## src/rtl/boot_memory_if.sv

```systemverilog
// CPU memory port and loader byte-stream handshake shared by boot_memory and its master.
interface boot_memory_if;
    logic       memEnable;
    logic [7:0] memAdr;
    logic [7:0] memWD;
    logic [7:0] memRD;
    logic       loadValid;
    logic [7:0] loadData;
    logic       loadDone;
    logic       loadReady;

    modport master (
        output memEnable, memAdr, memWD, loadValid, loadData, loadDone,
        input  memRD, loadReady
    );

    modport slave (
        input  memEnable, memAdr, memWD, loadValid, loadData, loadDone,
        output memRD, loadReady
    );
endinterface

```

## src/rtl/boot_memory.sv

```systemverilog
// Unified 256x8 program/data RAM with a boot loader that holds the CPU in reset,
// plus one memory-mapped input register and one memory-mapped output register.
module boot_memory #(
    parameter int         PROG_LEN  = 256,
    parameter logic [7:0] IN_ADDR   = 8'hFE,
    parameter logic [7:0] OUT_ADDR  = 8'hFF,
    parameter bit         SKIP_LOAD = 1'b0
) (
    input  logic              clk,
    input  logic              reset,
    boot_memory_if.slave      bus,
    output logic              cpuReset,
    output logic [8:0]        loadCount,
    input  logic [7:0]        inPort,
    output logic [7:0]        outPort
);

    localparam logic [1:0] S_LOAD    = 2'd0;
    localparam logic [1:0] S_RELEASE = 2'd1;
    localparam logic [1:0] S_RUN     = 2'd2;
    localparam logic [1:0] S_INIT    = SKIP_LOAD ? S_RUN : S_LOAD;
    localparam logic [8:0] LAST      = 9'(PROG_LEN);

    logic [1:0] state;
    logic [1:0] state_nxt;
    logic [7:0] ram [256];
    logic [7:0] in_sync_p1;
    logic [7:0] in_sync_p2;
    logic       cpu_rst_q;
    logic       load_acc;
    logic       cpu_wr;
    logic [8:0] count_inc;

    // Ready is masked during reset so no byte can slip in on the reset edge.
    assign bus.loadReady = (state == S_LOAD) && !reset;
    assign load_acc      = bus.loadValid && bus.loadReady;
    assign cpu_wr        = (state == S_RUN) && bus.memEnable && !reset;
    assign count_inc     = loadCount + 9'd1;

    always_comb begin
        state_nxt = state;
        case (state)
            S_LOAD:    if ((load_acc && (count_inc == LAST)) || bus.loadDone)
                           state_nxt = S_RELEASE;
            S_RELEASE: state_nxt = S_RUN;
            S_RUN:     state_nxt = S_RUN;
            default:   state_nxt = S_INIT;
        endcase
        if (reset)
            state_nxt = S_INIT;
    end

    // cpuReset comes straight from a flop so the CPU never sees a decode glitch.
    always_ff @(posedge clk) begin
        state     <= state_nxt;
        cpu_rst_q <= reset || (state_nxt != S_RUN);
        if (reset) begin
            loadCount  <= 9'd0;
            outPort    <= 8'd0;
            in_sync_p1 <= 8'd0;
            in_sync_p2 <= 8'd0;
        end else begin
            in_sync_p1 <= inPort;
            in_sync_p2 <= in_sync_p1;
            if (load_acc)
                loadCount <= count_inc;
            if (cpu_wr && (bus.memAdr == OUT_ADDR))
                outPort <= bus.memWD;
        end
    end

    // RAM is deliberately left out of reset so a loaded image survives it.
    always_ff @(posedge clk) begin
        if (load_acc)
            ram[loadCount[7:0]] <= bus.loadData;
        else if (cpu_wr)
            ram[bus.memAdr] <= bus.memWD;
    end

    assign bus.memRD = (bus.memAdr == IN_ADDR) ? in_sync_p2 : ram[bus.memAdr];
    assign cpuReset  = cpu_rst_q;

endmodule

```

## src/flat_wrapper.sv

```systemverilog
// flat-port wrapper written by rule: the top's interface ports become plain ports
module boot_memory_flat 
#(
    parameter int         PROG_LEN  = 256,
    parameter logic [7:0] IN_ADDR   = 8'hFE,
    parameter logic [7:0] OUT_ADDR  = 8'hFF,
    parameter bit         SKIP_LOAD = 1'b0
)
  (clk, reset, cpuReset, loadCount, inPort, outPort, bus_memEnable, bus_memAdr, bus_memWD, bus_loadValid, bus_loadData, bus_loadDone, bus_memRD, bus_loadReady);
  boot_memory_if bus_i ();
  input  logic clk;
  input  logic reset;
  output logic cpuReset;
  output logic [8:0] loadCount;
  input  logic [7:0] inPort;
  output logic [7:0] outPort;
  input wire logic [$bits(bus_i.memEnable)-1:0] bus_memEnable;
  input wire logic [$bits(bus_i.memAdr)-1:0] bus_memAdr;
  input wire logic [$bits(bus_i.memWD)-1:0] bus_memWD;
  input wire logic [$bits(bus_i.loadValid)-1:0] bus_loadValid;
  input wire logic [$bits(bus_i.loadData)-1:0] bus_loadData;
  input wire logic [$bits(bus_i.loadDone)-1:0] bus_loadDone;
  output wire logic [$bits(bus_i.memRD)-1:0] bus_memRD;
  output wire logic [$bits(bus_i.loadReady)-1:0] bus_loadReady;
  assign bus_i.memEnable = bus_memEnable;
  assign bus_i.memAdr = bus_memAdr;
  assign bus_i.memWD = bus_memWD;
  assign bus_i.loadValid = bus_loadValid;
  assign bus_i.loadData = bus_loadData;
  assign bus_i.loadDone = bus_loadDone;
  assign bus_memRD = bus_i.memRD;
  assign bus_loadReady = bus_i.loadReady;
  boot_memory #(.PROG_LEN(PROG_LEN), .IN_ADDR(IN_ADDR), .OUT_ADDR(OUT_ADDR), .SKIP_LOAD(SKIP_LOAD)) u_core (.clk(clk), .reset(reset), .bus(bus_i), .cpuReset(cpuReset), .loadCount(loadCount), .inPort(inPort), .outPort(outPort));
endmodule
```

## config.mk

```make
export PLATFORM = sky130hd
export DESIGN_NAME = boot_memory_flat
export DESIGN_NICKNAME = d
export VERILOG_FILES = /design/src/rtl/boot_memory_if.sv /design/src/rtl/boot_memory.sv /design/src/flat_wrapper.sv
export SDC_FILE = /design/constraint.sdc
export NUM_CORES = 2
export LEC_CHECK = 0
export ABC_AREA = 1
export CORE_UTILIZATION = 49
export DETAILED_ROUTE_END_ITERATION = 6
export SYNTH_ARGS = -nofsm -noshare
export SYNTH_HDL_FRONTEND = slang
export SYNTH_SLANG_ARGS = --single-unit
```

## constraint.sdc

```tcl
create_clock -name clk -period 8.7 [get_ports clk]
set_clock_uncertainty 0.05 [all_clocks]
set_input_delay 0.87 -clock clk [delete_from_list [all_inputs] [get_ports clk]]
set_output_delay 0.87 -clock clk [all_outputs]
set_load 0.02 [all_outputs]
```

==> reports/metrics.cfg <==
[outcome]
status = finished, final reports clean

[placement]
finalWeightedCongestion = 0.8449
dpl.cell_count = 10010
dp_hpwl_um = 136500
port_buffers = 63
postPlaceCellArea_um2 = 89660

[cts]
clk_path_buf_depth = 3
cts_setup_buffers = 0
clk_pin_slew_ps = 60
clock-sinks = 2084
cts_tree = done
numCtsBuffers = 211
htreeDepth = 4
postCtsHoldBufs = 0
cts_root_buf = clkbuf_16
clk_latency_ps = 850
cts.repair.resized = 0

[power_and_ir_drop]
power_density_nw_per_um2 = 220.4
p_int_mw = 16.27
clkPwrFrac_pct = 41.2
p_seq_share_pct = 52.3
p_sw_share_pct = 23.31
ir_drop_uv = 229.8
p_total_mw = 21.21
p_comb_share_pct = 6.5
p_leak_nw = 36.00
p_switching_mw = 4.945

[setup_path]
startpoint_type = input pin
reg2regPathDepth = 13
r2r-end = u_core.ram[160][6]
timing.rr.start = u_core.state[0]
cp.required_ps = 7780
worstPathMaxFanout = 43
rrSetupSlack_ps = 4000
critPathKind = input pin to primary output
cp-end-kind = primary output
crit_start = bus_memAdr[3]
arrival_ps = 5550

[route]
dr.max_layer_used = met4
first_iter_violations = 6177
wl_met3_um = 20280
met1Wirelength_um = 102900
post_drt_wl_per_cell_um = 23.71
met2_length_um = 115800
drtAntennaViolNets = 0
drc = 0
wl_um = 246600
routed_via_density = 5.501
firstDrtPassIters = 6
via_count = 57215

[yosys]
synth-seq-cells = 2084
synthMuxAreaShare_pct = 0.1039
synth_flop_cell = edfxtp_1
yosysTopAreaCellShare_pct = 70.91
synthesis.nets = 7982
synth_top_family_by_area = simple AND/OR/NAND/NOR gates
syn-instance-count = 7941
yosys_warnings = 0
synth_adder_area_share_pct = 0.05771
yosys.area.top_type = edfxtp_1
yosys.area_share.simple_pct = 19.95
synth-compound-area-share_pct = 2.763
synth_xor_area_share_pct = 0.05049
synth.distinct_cells = 34
synth.most_common_cell = nand2_1
synth_area_um2 = 86730
synth.yosys.seq_area_share_pct = 71.74
synthArstFlopShare_pct = 0
synthTopCellsByArea = edfxtp_1, nand2_1, nor2_1
synth_edf_count = 2048
ys_top_cells_by_count = nand2_1, edfxtp_1, nor2_1, inv_1, nand3_1
synth_area_per_cell_um2 = 10.92

[cells_and_area]
fin_area_um2 = 96240
syn_to_final_growth_pct = 10.97
nNetsFinal = 7924
drive_above_1_share_pct = 6.217
finalNonFillerCells = 10400

[global_route]
grt.total_usage_pct = 27.44
grt_pass1_wl_um = 362800
antenna_found_initial = 5
grt_pass1_vias = 54647
grt-ovfl-total = 0
grt_max_degree = 203

[timing]
rsz0062_at_grt = no
setup_viol = 0
layout_worst_path_cycle_share_pct = 74.39
final_hold_viol_count = 0
fin_crit_ps = 6472
tightest_slew_ps = 1309
max_slew_margin_pct = 12.76
drv_slew = 0
max_freq_ghz = 0.1545
tns_ps = 0
timing.hold.ws_ps = 349.9

[floorplanning]
start_util_pct = 49.30
fp.dieW_um = 422.7
dieHeight_um = 422.7
core_area_um2 = 175900
die_area_um2 = 178700
io_pins = 64
num_rows = 154

[run]
maxCapViolCount = 0

[worst_hold_path]
hold_end = u_core.in_sync_p2[3]
min_path_cells = 2
hold_path.class = register to register
worstHoldStart = u_core.in_sync_p1[3]

through the flow:
stage                     util, %  setup slack [ps]
after floorplan                 -              4745
after global placement      50.96              2292
after detailed placement    50.96              2269
after CTS                   54.71              2270
after global routing        54.71              2208
final                       54.71              2228
critical path, cell delays in order:
cell	delay, ps
clkdlybuf4s50_1	740
inv_4	280
nor2_4	790
buf_12	350
buf_12	300
nand2_1	120
nand2_1	70
nor2_1	70
nand2_1	160
nand3_1	290
nand2_1	380
nand2_1	100
nand3_1	110
nor2_1	80
nor2_1	80
clkdlybuf4s50_1	660
cell type report:
type	count	area, um^2
clock buffer	261	5489
multi-input combinational	4687	20070
clock inverter	128	1094
fill	14947	79680
sequential	2084	62220
inverter	748	2846
timing repair buffer	151	1598
antenna	1	2.502
tap	2340	2928
logic make-up after synthesis:
family	after synthesis
simple gates	4230
flops	2084
buf+inv	1170
compound gates	440
mux	8
xor+xnor	5
fa+ha+maj	4
metal layers:
| metal | global-route usage [%] | vias up |
|---|---|---|
| li1 | - | 26340 |
| met1 | 38.63 | 28013 |
| met2 | 43.56 | 2482 |
| met3 | 4.575 | 380 |
| met4 | 8.816 | 0 |
| met5 | 0 | - |
power groups by stage:
stage          Combinational (mW)  Sequential (mW)  Clock (mW)
6_report                     1.38             11.1        8.73
5_1_grt                      1.48             11.1        9.19
4_1_cts                      1.38             11.1        8.82
3_5_place_dp                 1.37             11.3           0
3_3_place_gp                 1.37             11.3           0
2_1_floorplan               0.769             11.3           0
sequential cells by signal (all words and copies together), names as in the netlist:
register,cells
u_core.cpuReset,1
u_core.in_sync_p1,8
u_core.in_sync_p2,8
u_core.loadCount,9
u_core.outPort,8
u_core.ram,2048
u_core.state,2
how the worst max path moves through the flow:
stage | to | slack [ps] | cells after the start
after detailed placement | bus_memRD[7] | 2270 | 16
final | bus_memRD[3] | 2230 | 16
after global placement | bus_memRD[7] | 2290 | 16
after global routing | bus_memRD[4] | 2210 | 16
after floorplan | u_core.ram[0][0] | 4740 | 7
after CTS | bus_memRD[7] | 2270 | 16
cell usage in the layout (no fill, tap or decap), types with 4 or more instances in the layout:
master,synthesis,layout
nand4_1,177,177
clkbuf_16,0,212
xor2_1,5,5
nor2_4,3,6
nand2_2,3,11
o21ai_2,6,6
dfxtp_1,36,36
a21oi_1,181,181
clkinv_1,4,60
clkinv_2,0,33
nor2_1,1107,1104
clkdlybuf4s50_1,0,59
inv_2,14,12
a22oi_1,18,18
nor2_2,7,7
buf_4,5,64
o21ai_0,192,192
nand3b_1,16,16
clkinv_8,0,4
nand4_2,6,6
mux2_8,0,8
nand2_1,2318,2309
nand3_1,531,531
inv_1,729,727
ha_1,4,4
bufinv_16,0,13
or2_2,58,58
clkbuf_1,194,49
inv_6,0,5
o211ai_1,37,37
clkinvlp_4,0,9
buf_12,0,24
edfxtp_1,2048,2048
(Power assumes the default switching activity.)
